`config.mk`:
```
export PLATFORM = sky130hd
export DESIGN_NAME = ov7670_capture_ctrl
export DESIGN_NICKNAME = d
export VERILOG_FILES = /design/src/rtl/ov7670_capture_ctrl.sv
export SDC_FILE = /design/constraint.sdc
export NUM_CORES = 1
export LEC_CHECK = 0
export ABC_AREA = 1
export BUFFER_PORTS_ARGS = -buffer_cell sky130_fd_sc_hd__buf_2
export CAP_MARGIN = 40
export CORE_MARGIN = 2
export CORE_UTILIZATION = 35
export CTS_CLUSTER_SIZE = 25
export DETAILED_ROUTE_END_ITERATION = 6
export PLACE_DENSITY = 0.66
export SLEW_MARGIN = 0
export SYNTH_ARGS = -nofsm -noshare
export SYNTH_HDL_FRONTEND = slang
export SYNTH_SLANG_ARGS = --single-unit
```
`constraint.sdc`:
```
create_clock -name pclk -period 2.1 [get_ports pclk]
set_clock_uncertainty 0.15 [all_clocks]
set_input_delay 0.42 -clock pclk [delete_from_list [all_inputs] [get_ports pclk]]
set_output_delay 0.42 -clock pclk [all_outputs]
set_load 0.01 [all_outputs]
```
`src/rtl/ov7670_capture_ctrl.sv`:
```
// OV7670 frame capture sequencer: arms on request, gates one clean frame,
// checks geometry, commits good frames by ping-pong bank swap.
// Optional macro CAP_CONTINUOUS_EN: keep re-arming after each commit.
module ov7670_capture_ctrl #(
    parameter int IMG_WIDTH  = 320,
    parameter int IMG_HEIGHT = 240,
    parameter int PIX_CNT_W  = $clog2(IMG_WIDTH*IMG_HEIGHT+1),
    parameter int LINE_CNT_W = $clog2(IMG_HEIGHT+1)
) (
    input  logic                  pclk,
    input  logic                  reset,
    input  logic                  vsync,
    input  logic                  href,
    input  logic                  pix_we,
    input  logic                  cap_req,
    input  logic                  rd_release,
    output logic                  wr_en,
    output logic                  wr_bank,
    output logic                  rd_bank,
    output logic                  frame_rdy,
    output logic                  frame_err,
    output logic                  frame_drop,
    output logic                  busy,
    output logic [LINE_CNT_W-1:0] line_cnt
);

    typedef enum logic [1:0] {
        S_IDLE,
        S_ARM,
        S_CAPTURE,
        S_COMMIT
    } state_t;

    localparam logic [LINE_CNT_W-1:0] LINES_GOOD = LINE_CNT_W'(IMG_HEIGHT);
    localparam logic [PIX_CNT_W-1:0]  PIX_GOOD   = PIX_CNT_W'(IMG_WIDTH*IMG_HEIGHT);
    localparam logic [LINE_CNT_W-1:0] LINE_MAX   = '1;
    localparam logic [PIX_CNT_W-1:0]  PIX_MAX    = '1;

    state_t                state_q, state_d;
    logic                  vsync_q, href_q;
    logic [LINE_CNT_W-1:0] line_cnt_q, line_cnt_d;
    logic [PIX_CNT_W-1:0]  pix_cnt_q, pix_cnt_d;
    logic                  wr_bank_q, wr_bank_d;
    logic                  frame_rdy_q, frame_rdy_d;
    logic                  frame_err_q, frame_err_d;
    logic                  frame_drop_q, frame_drop_d;
`ifdef CAP_CONTINUOUS_EN
    logic                  cont_q, cont_d;
`endif

    logic vs_fall, vs_rise, href_rise, good;

    assign vs_fall   = vsync_q & ~vsync;
    assign vs_rise   = ~vsync_q & vsync;
    assign href_rise = ~href_q & href;
    assign good      = (line_cnt_q == LINES_GOOD) && (pix_cnt_q == PIX_GOOD);

    assign wr_en      = (state_q == S_CAPTURE);
    assign busy       = (state_q != S_IDLE);
    assign wr_bank    = wr_bank_q;
    assign rd_bank    = ~wr_bank_q;
    assign frame_rdy  = frame_rdy_q;
    assign frame_err  = frame_err_q;
    assign frame_drop = frame_drop_q;
    assign line_cnt   = line_cnt_q;

    // Next-state: sequencing, frame counters, commit/bank-swap decision
    always_comb begin
        state_d      = state_q;
        line_cnt_d   = line_cnt_q;
        pix_cnt_d    = pix_cnt_q;
        wr_bank_d    = wr_bank_q;
        frame_rdy_d  = frame_rdy_q & ~rd_release;
        frame_err_d  = 1'b0;
        frame_drop_d = 1'b0;
`ifdef CAP_CONTINUOUS_EN
        cont_d       = cont_q;
`endif
        unique case (state_q)
            S_IDLE: begin
                if (cap_req) begin
                    state_d = S_ARM;
`ifdef CAP_CONTINUOUS_EN
                    cont_d  = 1'b1;
`endif
                end
            end
            S_ARM: begin
`ifdef CAP_CONTINUOUS_EN
                if (cap_req) cont_d = 1'b0;
`endif
                if (vs_fall) begin
                    state_d    = S_CAPTURE;
                    line_cnt_d = '0;
                    pix_cnt_d  = '0;
                end
            end
            S_CAPTURE: begin
`ifdef CAP_CONTINUOUS_EN
                if (cap_req) cont_d = 1'b0;
`endif
                if (href_rise && line_cnt_q != LINE_MAX)
                    line_cnt_d = line_cnt_q + LINE_CNT_W'(1);
                if (pix_we && pix_cnt_q != PIX_MAX)
                    pix_cnt_d = pix_cnt_q + PIX_CNT_W'(1);
                if (vs_rise) state_d = S_COMMIT;
            end
            S_COMMIT: begin
                if (!good) begin
                    frame_err_d = 1'b1;
                end else if (!frame_rdy_q || rd_release) begin
                    wr_bank_d   = ~wr_bank_q;
                    frame_rdy_d = 1'b1;
                end else begin
                    frame_drop_d = 1'b1;
                end
`ifdef CAP_CONTINUOUS_EN
                state_d = (cont_q && !cap_req) ? S_ARM : S_IDLE;
`else
                state_d = S_IDLE;
`endif
            end
            default: state_d = S_IDLE;
        endcase
    end

    // State and datapath registers, synchronous reset
    always_ff @(posedge pclk) begin
        if (reset) begin
            state_q      <= S_IDLE;
            vsync_q      <= 1'b0;
            href_q       <= 1'b0;
            line_cnt_q   <= '0;
            pix_cnt_q    <= '0;
            wr_bank_q    <= 1'b0;
            frame_rdy_q  <= 1'b0;
            frame_err_q  <= 1'b0;
            frame_drop_q <= 1'b0;
`ifdef CAP_CONTINUOUS_EN
            cont_q       <= 1'b0;
`endif
        end else begin
            state_q      <= state_d;
            vsync_q      <= vsync;
            href_q       <= href;
            line_cnt_q   <= line_cnt_d;
            pix_cnt_q    <= pix_cnt_d;
            wr_bank_q    <= wr_bank_d;
            frame_rdy_q  <= frame_rdy_d;
            frame_err_q  <= frame_err_d;
            frame_drop_q <= frame_drop_d;
`ifdef CAP_CONTINUOUS_EN
            cont_q       <= cont_d;
`endif
        end
    end

endmodule

```
==> results.md <==
- Pre-CTS worst setup slack: -94.68 ps
- Root buffer cell: clkbuf_8
- Die W: around 77 µm
- Leakage Power: 1.043 nW
- Via-to-Cell Ratio: approximately 4.6
- Core area: 5107 µm²
- Number of I/O port buffers: 21
- RSZ-0062 raised after global routing: yes
- Worst Path Class, Setup: register to register
- Setup slack after layout: 56.02 ps
- Initial DRC count: a little under 80
- Drt first pass iters: 4
- # Max-Cap Violations: 0
- Post-synth EDFFs: 0
- Syn Nets: around 290
- CTS max path bufs: 2
- First-pass GRT wire length: 7024 µm
- Pwr/cell area: 785.0 nW/µm²
- Number of remaining DRC errors: 0
- Hold WC Path Type: input pin to register
- Final setup viols: 0
- Antenna violations before repair: 0
- Yosys cell types: 30
- Largest net degree at the start of global routing: 10
- #FFs+latches synth: 33
- Critical Path RT: around 2100 ps
- Startpoint types: register
- Detail Route Antenna Nets: 0
- Synthesized cell area: roughly 1800 µm²
- Tot GR Track Use: 0.1468
- Register area: approximately 660 µm²
- Main synth FF type: dfxtp_1
- CTS tree: built
- Fin nets: 328
- Worst-skew pair later-pin latency: 290 ps
- # IOs: 22
- Worst-path clk slew: 60 ps
- Final number of max-transition violations: 0
- Worst Path Arrival: 2070 ps
- Mapped Avg Cell Area: 6.785 µm²
- Register area share after synthesis: 0.3580
- CP Capture Type: register
- DIE AREA: 5870 µm²
- Layout cells sized above 1: 0.2444
- Filler cells: 546
- Routed WL: 3934 µm
- Max_slew headroom: 0.6732
- Slew @ Worst Pin: ~490 ps
- Multi-input gate area: roughly 1100 µm²
- # diodes: 0
- Die height: ~77 µm
- Synth warnings: 0
- Dpl cell area: 2121 µm²
- Final Util: 0.4486
- Routed len/inst: a little over 10 µm
- Overflow left after global routing: 0
- Peak Freq: a little under 0.5 GHz
- Worst-case vdd ir drop: 0.4847 mV
- Placer Congestion: 0.8516
- Top post-synthesis cells by area: dfxtp_1 36%, nand2_1 14%, inv_1 9.4%
- CTS sink count: 33
- Count leader, synth: nand2_1
- Fin. Hold Viols: 0
- DP Wirelength: around 3100 µm
- H-tree levels: 2
- Commonest cells post-synth: 67 x nand2_1, 46 x inv_1, 40 x nor2_1
- Cells after synthesis: 272
- Crit path max fanout: 8
- Final period util: 0.9733
- Synth area leader: dfxtp_1
- Top cell type's share of synthesized area: 0.3580
- Layout overhead on the synthesized area: 24.14%
- Final Cell Area: 2291 µm²
- Starting Density: 0.3613
- Row cnt: 26
- Via count: 1,745
- CTS Buf Count: 5
- Ys async rst share: 0
- Period minus WS final: 2044 ps
- Vias in the first global route: 1,619
- Status: finished clean
## power breakdown
group / switching [mW] / total [mW] / leakage [nW] / internal (mW)
sequential: 0.0239 / 0.685 / 0.268 / 0.661
combinational: 0.384 / 0.636 / 0.730 / 0.251
clock: 0.218 / 0.478 / 0.0443 / 0.260
total: 0.627 / 1.80 / 1.04 / 1.17
## layout by cell type, fill, tap and decap left out, types with 2 or more instances in the layout
| cell | netlist | routed |
|---|---|---|
| nand2_4 | 2 | 3 |
| nand2_1 | 67 | 60 |
| nand3_1 | 16 | 15 |
| buf_4 | 0 | 13 |
| clkbuf_8 | 0 | 6 |
| o21ai_0 | 11 | 10 |
| nand4_1 | 3 | 3 |
| a21oi_1 | 11 | 10 |
| ha_1 | 10 | 8 |
| nor3_1 | 8 | 7 |
| dfxtp_1 | 33 | 31 |
| inv_1 | 46 | 42 |
| nand2_2 | 3 | 9 |
| inv_2 | 1 | 5 |
| buf_2 | 1 | 21 |
| nor2_1 | 40 | 39 |
| dfxtp_2 | 0 | 2 |
| nor2_4 | 3 | 3 |
## per-stage QoR
step | power (mW) | TNS, ps | cells | hold WS (ps)
final | 1.798 | 0 | 381 | 216.0
after global routing | 1.929 | -436.8 | 381 | 219.1
after CTS | 1.800 | 0 | 380 | 203.4
after detailed placement | 1.302 | -541.9 | 373 | 337.1
after global placement | 1.291 | 0 | 373 | 322.3
after floorplan | 1.143 | 0 | 272 | 313.3
## registers in the layout, summed over array words and instances (netlist names)
register / cells
pix_cnt_q: 17
frame_drop: 1
state_q: 2
frame_rdy: 1
frame_err: 1
href_q: 1
wr_bank: 1
line_cnt: 8
vsync_q: 1
## worst max-delay path: stages (launching register included)
cell and delay, ps:
dfxtp_2 350, ha_4 150, nand2_4 40, inv_2 60, nand4_4 70, inv_2 70
nand2_2 50, nor4_2 150, ha_2 220, inv_2 40, nand2_2 50, nand2_2 70
nand3_4 140, nor2_4 70, nand3b_1 110, nand2_1 60, nand2_1 60, nor2_1 40
## final timing paths
path | from | endpoint | slack, ps | cells after the start
worst max-delay path | pix_cnt_q[0] | pix_cnt_q[13] | 60 | 17
worst min-delay path | vsync | vsync_q | 220 | 3
worst max register to register | pix_cnt_q[0] | pix_cnt_q[13] | 60 | 17
worst min register to register | pix_cnt_q[8] | pix_cnt_q[8] | 340 | 1
## per-layer routing
| layer | share of wire | routed length, µm | up-vias | global-route usage |
|---|---|---|---|---|
| met3 | 0.032 | 124 | 6 | 0.03555 |
| met1 | 0.48 | 1877 | 782 | 0.1757 |
| met5 | 0 | 0 | - | 0 |
| met4 | 0.017 | 67 | 0 | 0.05455 |
| met2 | 0.47 | 1864 | 26 | 0.2540 |
| li1 | - | - | 931 | - |
## cell families after synthesis
group,after synthesis,share of synthesized area
DFF,33,0.3580
buffers and inverters,50,0.1105
and+or+nand+nor,147,0.3620
AOI/OAI and AO/OA,32,0.1017
adders and majority gates,10,0.06780
## area by class of cell
| class | instances | area share |
|---|---|---|
| clock buffers | 7 | 0.03768 |
| repair buffers | 35 | 0.09721 |
| well taps | 70 | 0.03823 |
| multi-input cells | 189 | 0.4604 |
| inverters | 47 | 0.07701 |
| flip-flops and latches | 33 | 0.2895 |
## timing repair
action | 4_1_cts | 5_1_grt
pin swaps | 4 | 3
resized for setup | 10 | 15
endpoints found under the setup margin | 12 | 16
hold buffers | 0 | 0
setup buffers | 0 | 1
hold endpoints to repair | 0 | 0
No activity file was read; power rests on OpenSTA's default activity.
